`src/rtl/sha256_w_stream_if.sv`:
```
`default_nettype none
// ============================================================================
// Module   : sha256_w_stream_if
// Purpose  : Memory read port and W-word valid/ready stream of sha256_w_stream.
// Revision : 1.0 - initial release
// ============================================================================
interface sha256_w_stream_if #(
   parameter int ADDR_W = 16
) ();
   logic [ADDR_W-1:0] mem_addr;
   logic              mem_we;
   logic [31:0]       mem_read_data;
   logic              w_valid;
   logic              w_ready;
   logic [31:0]       w_data;
   logic [5:0]        w_idx;

   modport master (
      output mem_addr, mem_we, w_valid, w_data, w_idx,
      input  mem_read_data, w_ready
   );

   modport slave (
      input  mem_addr, mem_we, w_valid, w_data, w_idx,
      output mem_read_data, w_ready
   );
endinterface
`default_nettype wire

```
`src/rtl/sha256_w_stream.sv`:
```
`default_nettype none
// ============================================================================
// Module   : sha256_w_stream
// Purpose  : Fetches a 16-word block and streams SHA-256 schedule words W[0..63].
//            Optional NONCE_INSERT_EN replaces block word NONCE_IDX with a nonce.
// Revision : 1.0 - initial release
// ============================================================================
module sha256_w_stream #(
   parameter int ADDR_W = 16
`ifdef NONCE_INSERT_EN
   , parameter int NONCE_IDX = 3
`endif
) (
   input  wire              clk,
   input  wire              reset_n,
   input  wire              start,
   input  wire [ADDR_W-1:0] msg_addr,
`ifdef NONCE_INSERT_EN
   input  wire [31:0]       nonce,
`endif
   sha256_w_stream_if.master bus,
   output logic             busy,
   output logic             done
);

   localparam logic [1:0] S_IDLE   = 2'd0;
   localparam logic [1:0] S_FETCH  = 2'd1;
   localparam logic [1:0] S_STREAM = 2'd2;
   localparam logic [1:0] S_DONE   = 2'd3;

   logic [1:0]        r_state;
   logic [1:0]        w_next_state;
   logic [4:0]        r_cnt;
   logic [ADDR_W-1:0] r_mem_addr;
   logic [31:0]       r_window [16];
   logic              r_w_valid;
   logic [31:0]       r_w_data;
   logic [5:0]        r_w_idx;
   logic [6:0]        r_t;
   logic [31:0]       w_new_word;
   logic [31:0]       w_fetch_word;
   logic [3:0]        w_wr_idx;
   logic              w_load;

   function automatic logic [31:0] f_s0(input logic [31:0] x);
      return {x[6:0], x[31:7]} ^ {x[17:0], x[31:18]} ^ {3'b000, x[31:3]};
   endfunction

   function automatic logic [31:0] f_s1(input logic [31:0] x);
      return {x[16:0], x[31:17]} ^ {x[18:0], x[31:19]} ^ {10'd0, x[31:10]};
   endfunction

   assign w_new_word = r_window[0] + f_s0(r_window[1]) + r_window[9] + f_s1(r_window[14]);
   assign w_load     = !r_w_valid || bus.w_ready;
   // Read data lags the address by one cycle, so fetch cycle i fills entry i-1.
   assign w_wr_idx   = 4'(r_cnt - 5'd1);

`ifdef NONCE_INSERT_EN
   logic [31:0] r_nonce;
   assign w_fetch_word = (w_wr_idx == 4'(NONCE_IDX)) ? r_nonce : bus.mem_read_data;
`else
   assign w_fetch_word = bus.mem_read_data;
`endif

   always_ff @(posedge clk or negedge reset_n) begin
      if (!reset_n) r_state <= S_IDLE;
      else          r_state <= w_next_state;
   end

   always_comb begin
      w_next_state = r_state;
      case (r_state)
         S_IDLE:   if (start) w_next_state = S_FETCH;
         S_FETCH:  if (r_cnt == 5'd16) w_next_state = S_STREAM;
         // Leave only after the W[63] transfer has dropped w_valid.
         S_STREAM: if (r_t[6] && !r_w_valid) w_next_state = S_DONE;
         default:  w_next_state = S_IDLE;
      endcase
   end

   always_comb begin
      busy = (r_state != S_IDLE);
      done = (r_state == S_DONE);
   end

   assign bus.mem_addr = r_mem_addr;
   assign bus.mem_we   = 1'b0;
   assign bus.w_valid  = r_w_valid;
   assign bus.w_data   = r_w_data;
   assign bus.w_idx    = r_w_idx;

   always_ff @(posedge clk or negedge reset_n) begin
      if (!reset_n) begin
         r_cnt      <= '0;
         r_mem_addr <= '0;
         r_w_valid  <= 1'b0;
         r_w_data   <= '0;
         r_w_idx    <= '0;
         r_t        <= '0;
`ifdef NONCE_INSERT_EN
         r_nonce    <= '0;
`endif
         for (int i = 0; i < 16; i++) r_window[i] <= '0;
      end else begin
         case (r_state)
            S_IDLE: begin
               if (start) begin
                  r_mem_addr <= msg_addr;
                  r_cnt      <= '0;
                  r_t        <= '0;
`ifdef NONCE_INSERT_EN
                  r_nonce    <= nonce;
`endif
               end
            end
            S_FETCH: begin
               r_cnt <= r_cnt + 5'd1;
               if (r_cnt < 5'd15) r_mem_addr <= r_mem_addr + ADDR_W'(1);
               if (r_cnt != 5'd0) r_window[w_wr_idx] <= w_fetch_word;
            end
            S_STREAM: begin
               if (w_load) begin
                  if (r_t[6]) begin
                     r_w_valid <= 1'b0;
                  end else begin
                     r_w_valid <= 1'b1;
                     r_w_idx   <= r_t[5:0];
                     r_t       <= r_t + 7'd1;
                     if (r_t[5:4] == 2'b00) begin
                        r_w_data <= r_window[r_t[3:0]];
                     end else begin
                        r_w_data <= w_new_word;
                        for (int i = 0; i < 15; i++) r_window[i] <= r_window[i+1];
                        r_window[15] <= w_new_word;
                     end
                  end
               end
            end
            default: ;
         endcase
      end
   end

endmodule
`default_nettype wire

```
`src/flat_wrapper.sv`:
```
// flat-port wrapper written by rule: the top's interface ports become plain ports
module sha256_w_stream_flat 
#(
   parameter int ADDR_W = 16

)
  (clk, reset_n, start, msg_addr, busy, done, bus_mem_addr, bus_mem_we, bus_w_valid, bus_w_data, bus_w_idx, bus_mem_read_data, bus_w_ready);
  sha256_w_stream_if #(.ADDR_W(ADDR_W)) bus_i ();
  input  wire clk;
  input  wire reset_n;
  input  wire start;
  input  wire [ADDR_W-1:0] msg_addr;
  output logic busy;
  output logic done;
  output wire logic [$bits(bus_i.mem_addr)-1:0] bus_mem_addr;
  output wire logic [$bits(bus_i.mem_we)-1:0] bus_mem_we;
  output wire logic [$bits(bus_i.w_valid)-1:0] bus_w_valid;
  output wire logic [$bits(bus_i.w_data)-1:0] bus_w_data;
  output wire logic [$bits(bus_i.w_idx)-1:0] bus_w_idx;
  input wire logic [$bits(bus_i.mem_read_data)-1:0] bus_mem_read_data;
  input wire logic [$bits(bus_i.w_ready)-1:0] bus_w_ready;
  assign bus_mem_addr = bus_i.mem_addr;
  assign bus_mem_we = bus_i.mem_we;
  assign bus_w_valid = bus_i.w_valid;
  assign bus_w_data = bus_i.w_data;
  assign bus_w_idx = bus_i.w_idx;
  assign bus_i.mem_read_data = bus_mem_read_data;
  assign bus_i.w_ready = bus_w_ready;
  sha256_w_stream #(.ADDR_W(ADDR_W)) u_core (.clk(clk), .reset_n(reset_n), .start(start), .msg_addr(msg_addr), .bus(bus_i), .busy(busy), .done(done));
endmodule
```
`config.mk`:
```
export PLATFORM = sky130hd
export DESIGN_NAME = sha256_w_stream_flat
export DESIGN_NICKNAME = d
export VERILOG_FILES = /design/src/rtl/sha256_w_stream_if.sv /design/src/rtl/sha256_w_stream.sv /design/src/flat_wrapper.sv
export SDC_FILE = /design/constraint.sdc
export NUM_CORES = 2
export LEC_CHECK = 0
export ABC_AREA = 1
export BUFFER_PORTS_ARGS = -buffer_cell sky130_fd_sc_hd__buf_4
export CAP_MARGIN = 20
export CORE_UTILIZATION = 23
export CTS_CLUSTER_DIAMETER = 40
export DETAILED_ROUTE_END_ITERATION = 12
export GPL_TIMING_DRIVEN = 0
export PLACE_DENSITY_LB_ADDON = 0.05
export SYNTH_ARGS = -nofsm -noshare
export SYNTH_HDL_FRONTEND = slang
export SYNTH_SLANG_ARGS = --single-unit
export TNS_END_PERCENT = 1
```
`constraint.sdc`:
```
create_clock -name clk -period 10.35 [get_ports clk]
set_clock_uncertainty 0.05 [all_clocks]
set_input_delay 2.5875 -clock clk [delete_from_list [all_inputs] [get_ports clk]]
set_output_delay 2.5875 -clock clk [all_outputs]
set_load 0.02 [all_outputs]
```
# Word-level counts from Yosys, hierarchy flattened
# Cells that the tools add are included.
[classes]
muxes = 26
eq_ne = 12
bitwise_logic = 7
n_lt_le_gt_ge = 4
n_addsub = 7
reduce_logical = 19
[ops]
columns = ["operator", "n"]
rows = [
  ["512-bit two-way mux", 4],
  ["512-bit one-hot mux with 2 select lines", 1],
  ["512-bit bitwise mux", 1],
  ["32-bit binary-select mux with 4-bit select", 1],
  ["32-bit demux with 4-bit select", 1],
  ["32-bit two-way mux", 4],
  ["32-bit adder", 3],
  ["32-bit XOR", 2],
  ["16-bit two-way mux", 2],
  ["16-bit one-hot mux with 2 select lines", 1],
  ["32-bit by 22-bit XOR with 32-bit output", 1],
  ["32-bit by 29-bit XOR with 32-bit output", 1],
  ["7-bit two-way mux", 3],
  ["16-bit by 1-bit adder with 16-bit output (second input constant)", 1],
  ["7-bit one-hot mux with 2 select lines", 1],
  ["3-bit AND reduction", 4],
  ["5-bit >= comparator (second input constant)", 2],
  ["2-bit by 1-bit inequality test with 1-bit output (second input constant)", 5],
  ["4-bit inverter with 5-bit output", 2],
  ["5-bit one-hot mux with 2 select lines", 1],
  ["2-bit nonzero test", 4],
  ["7-bit by 1-bit adder with 7-bit output (second input constant)", 1],
  ["2-bit two-way mux", 3],
  ["2-bit inequality test (second input constant)", 3],
  ["19 further kinds", 23],
]
[word_totals]
wordCells = 99
regBits = 581

# Depth between registers and ports, before layout
[logic_depth]
ltp_word = 9
depth_mapped = 23

# Least setup slack after synthesis
# No wires, ideal clock.
[synth_timing]
kind = "input to register"
from = "input bus_w_ready"
to = "register u_core.r_window[71] in the netlist's numbering"
path_stages = 9
setup_ns = 0.120
setup_slack_ns = 6.390
t_arrival_ns = 3.791
path_buffers = 2
path_cell_list = "nor2_1 -> o21ai_1 -> nand2_4 -> buf_6 -> a21oi_4 -> buf_2 -> nand3_1 -> o21ai_0 -> inv_1"
[synth_between]
elab_chain_cells = 3
[synth_lines]
columns = ["item", "line", "rtl"]
rows = [
  ["from (decl)", "flat_wrapper.sv:21", "input wire logic [$bits(bus_i.w_ready)-1:0] bus_w_ready;"],
  ["1-bit logical OR", "sha256_w_stream.sv:54", "assign w_load = !r_w_valid || bus.w_ready;"],
  ["2-bit by 1-bit inequality test with 1-bit output (no source line)", "-", ""],
  ["5-bit AND reduction (no source line)", "-", ""],
  ["to (signal, indexed assignment)", "sha256_w_stream.sv:119", "if (r_cnt != 5'd0) r_window[w_wr_idx] <= w_fetch_word;"],
  ["to (decl)", "sha256_w_stream.sv:35", "logic [31:0] r_window [16];"],
]
# No other way between the ends.
# A chain may end at the register's enable or synchronous reset.

# Worst setup path after layout
[layout_timing]
from = "register u_core.r_window[59] in the netlist's numbering"
to = "register u_core.r_window[18] in the netlist's numbering"
[layout_between]
elab_chain_cells = 7
[layout_lines]
columns = ["item", "line", "rtl"]
rows = [
  ["32-bit XOR", "sha256_w_stream.sv:50", "return {x[16:0], x[31:17]} ^ {x[18:0], x[31:19]} ^ {10'd0, x[31:10]};"],
  ["32-bit by 22-bit XOR with 32-bit output (*)", "sha256_w_stream.sv:50", ""],
  ["32-bit adder (*)", "sha256_w_stream.sv:53", "assign w_new_word = r_window[0] + f_s0(r_window[1]) + r_window[9] + f_s1(r_window[14]);"],
  ["512-bit two-way mux (*)", "sha256_w_stream.sv:129", "if (r_t[5:4] == 2'b00) begin"],
  ["512-bit two-way mux (*)", "sha256_w_stream.sv:123", "if (r_t[6]) begin"],
  ["512-bit two-way mux (*)", "sha256_w_stream.sv:122", "if (w_load) begin"],
  ["512-bit one-hot mux with 2 select lines (*)", "sha256_w_stream.sv:105", "case (r_state)"],
]
# Mark *: on every way between the ends. The rest lies on a longest branch, timed or not. The select of a mux whose other input is x is not followed.

==> impl_metrics.ini <==
[status]
status = finished clean

[die]
fp.dieH_um = 402
start_util_pct = 23.2
core_area_mm2 = 0.159
num_io_pins = 110
rows = 146
die_w_um = 402
die_area_mm2 = 0.162

[detailed_routing]
drt-initial-drc-count = 3960
via_per_inst = 4.83
route.vias.total = 37118
drt-total-wl_um = 225000
avgRoutedWirePerCell_um = 29.3
ant_nets = 0
drt_pass1_iterations = 5
drc = 0

[grt]
grt_overflow = 0
track_usage_pct = 27.4
grt_max_degree = 97
grt_antenna_before_repair = 8
first_global_vias = 36233
grt_pass1_wl_um = 306000

[synthesis]
avgSynthCellArea_um2 = 7.13
synth_edf_count = 0
netlist_area_mm2 = 0.0369
ys_seq_area_share_pct = 39.4
async_flop_share_pct = 100
synth-seq-cells = 581
syn_inst = 5169
synthesis.nets = 5326
netlist-cell-type-count = 50
synth.largest_area_cell = dfrtp_1
ys_warn_count = 0
ys_top_cells_by_area = dfrtp_1, nand2_1, inv_1
netlist.area_leader.share_pct = 39.4
ys.flop_type = dfrtp_1

[worst_setup_path]
endpoint_kind = flop
arrival_ps = 5650
path_max_fanout = 6
criticalPathCategory = reg2reg
cp.required_ps = 11020
critPathLaunchType = flop

[placed_design]
dp_hpwl_um = 178000
place_ws_ps = 5320
placedCellCount = 7378
place.gp.congestion = 0.929
io_buffers = 108

[layout]
final_common_cell = nand2_1
final_cell_mix = nand2_1, inv_1, o21ai_0
stdcell_count = 7680
drive_above_1_share_pct = 10.7
fin_nets = 5628
area_delta_synth_final_pct = 26.5
fin_util_pct = 29.4

[clocking]
cts.reportedPaths.clkPinSlew_ps = 40
post_cts_buffers = 0
hold_buffers = 0
cts_buffer_depth = 3
cts_resized = 0
cts_inserted_buffers = 162
cts_tree = done
clock_latency_ps = 810
htreeDepth = 4
cts_sinks = 581
cts_root_buffer = clkbuf_16

[sta]
fmax_mhz = 201
period_share_pct = 48.1
fin_ws_ps = 5370
finalHoldViolations = 0
finalCriticalPeriod_ps = 4980
worst_pin_slew_ps = 1260
hold_ws_ps = 422
finalSetupViolCount = 0
rsz0062_at_grt = no
maxSlewViolCount = 0
slew_headroom_pct = 16.0

[worst_hold_path]
min-delay-path-class = reg2reg

[flow_run]
maxCapViolations = 0
==> stage by stage <==
stage          setup TNS, ps  cell area [um^2]
5_1_grt                    0             46600
6_report                   0             46700
4_1_cts                    0             46600
2_1_floorplan              0             36900
3_5_place_dp               0             40900
3_3_place_gp         -685170             40300
==> state kept, by name, indices dropped and copies added (netlist names) <==
name,count
u_core.r_window,512
u_core.bus.w_data,32
u_core.bus.mem_addr,16
u_core.r_t,7
u_core.bus.w_idx,6
u_core.r_cnt,5
u_core.r_state,2
u_core.bus.w_valid,1
==> logic make-up after synthesis <==
kind of cell	synth area share, %
fa+ha+maj	4.82
compound gates	20.1
simple gates	19.1
buf+inv	13.4
other cells	0.0102
xor+xnor	3.13
flops	39.4
==> final cells by class <==
type | count | area [um^2]
sequential | 581 | 14500
timing repair buffer | 138 | 1400
multi-input combinational | 3333 | 17400
tap | 2072 | 2590
inverter | 907 | 3410
clock inverter | 72 | 1060
buffer | 348 | 1540
clock buffer | 227 | 4720
antenna | 2 | 5.00
fill | 17558 | 112000
==> routing by layer <==
layer	track usage, %	vias to the layer above	wire length [um]
met5	0	-	13
met3	5.03	280	14400
met1	38.6	18371	105000
met4	8.84	2	7060
li1	-	17090	-
met2	42.2	1375	98700
==> cells in the mapped netlist (all sizes together) (2+ instances only) <==
| cell type | number |
|---|---|
| a211oi | 2 |
| a21boi | 25 |
| a21oi | 458 |
| a22oi | 2 |
| a31oi | 13 |
| and2 | 3 |
| buf | 148 |
| clkbuf | 200 |
| clkinv | 4 |
| dfrtp | 581 |
| fa | 62 |
| ha | 43 |
| inv | 903 |
| nand2 | 1199 |
| nand3 | 283 |
| nand3b | 2 |
| nand4 | 15 |
| nor2 | 206 |
| nor3 | 25 |
| o2111ai | 5 |
| o211ai | 127 |
| o21ai | 672 |
| o21bai | 2 |
| o221ai | 4 |
| o22ai | 36 |
| or2 | 11 |
| xnor2 | 72 |
| xor2 | 59 |
==> path summary, 6_finish.rpt <==
| check | start | endpoint | slack [ps] | cells after the start |
|---|---|---|---|---|
| max | u_core.r_window[59] | u_core.r_window[18] | 5370 | 17 |
| min | u_core.bus.w_data[24] | u_core.bus.w_data[24] | 420 | 2 |
| max reg2reg | u_core.r_window[59] | u_core.r_window[18] | 5370 | 17 |
| min reg2reg | u_core.bus.w_data[24] | u_core.bus.w_data[24] | 420 | 2 |
| max in group asynchronous | reset_n | u_core.bus.w_data[22] | 6990 | 3 |
| min in group asynchronous | reset_n | u_core.bus.mem_addr[14] | 1710 | 1 |
==> worst max-delay path: stages (launching register included) <==
cell      delay (ps)
dfrtp_1          310
clkbuf_1         490
xnor2_1          200
xor2_1           410
inv_1            120
fa_1             550
inv_1             70
fa_1             490
inv_1             50
ha_1             330
nand2_1          120
inv_1            120
nand2_1          130
nor2_1           410
nand4_1          360
nand4_1          250
nand3_1          230
a21oi_1          200
Power is left out: the tool's default activity adds up to more than one toggle a clock period on the data nets, which glitch-free logic cannot reach.
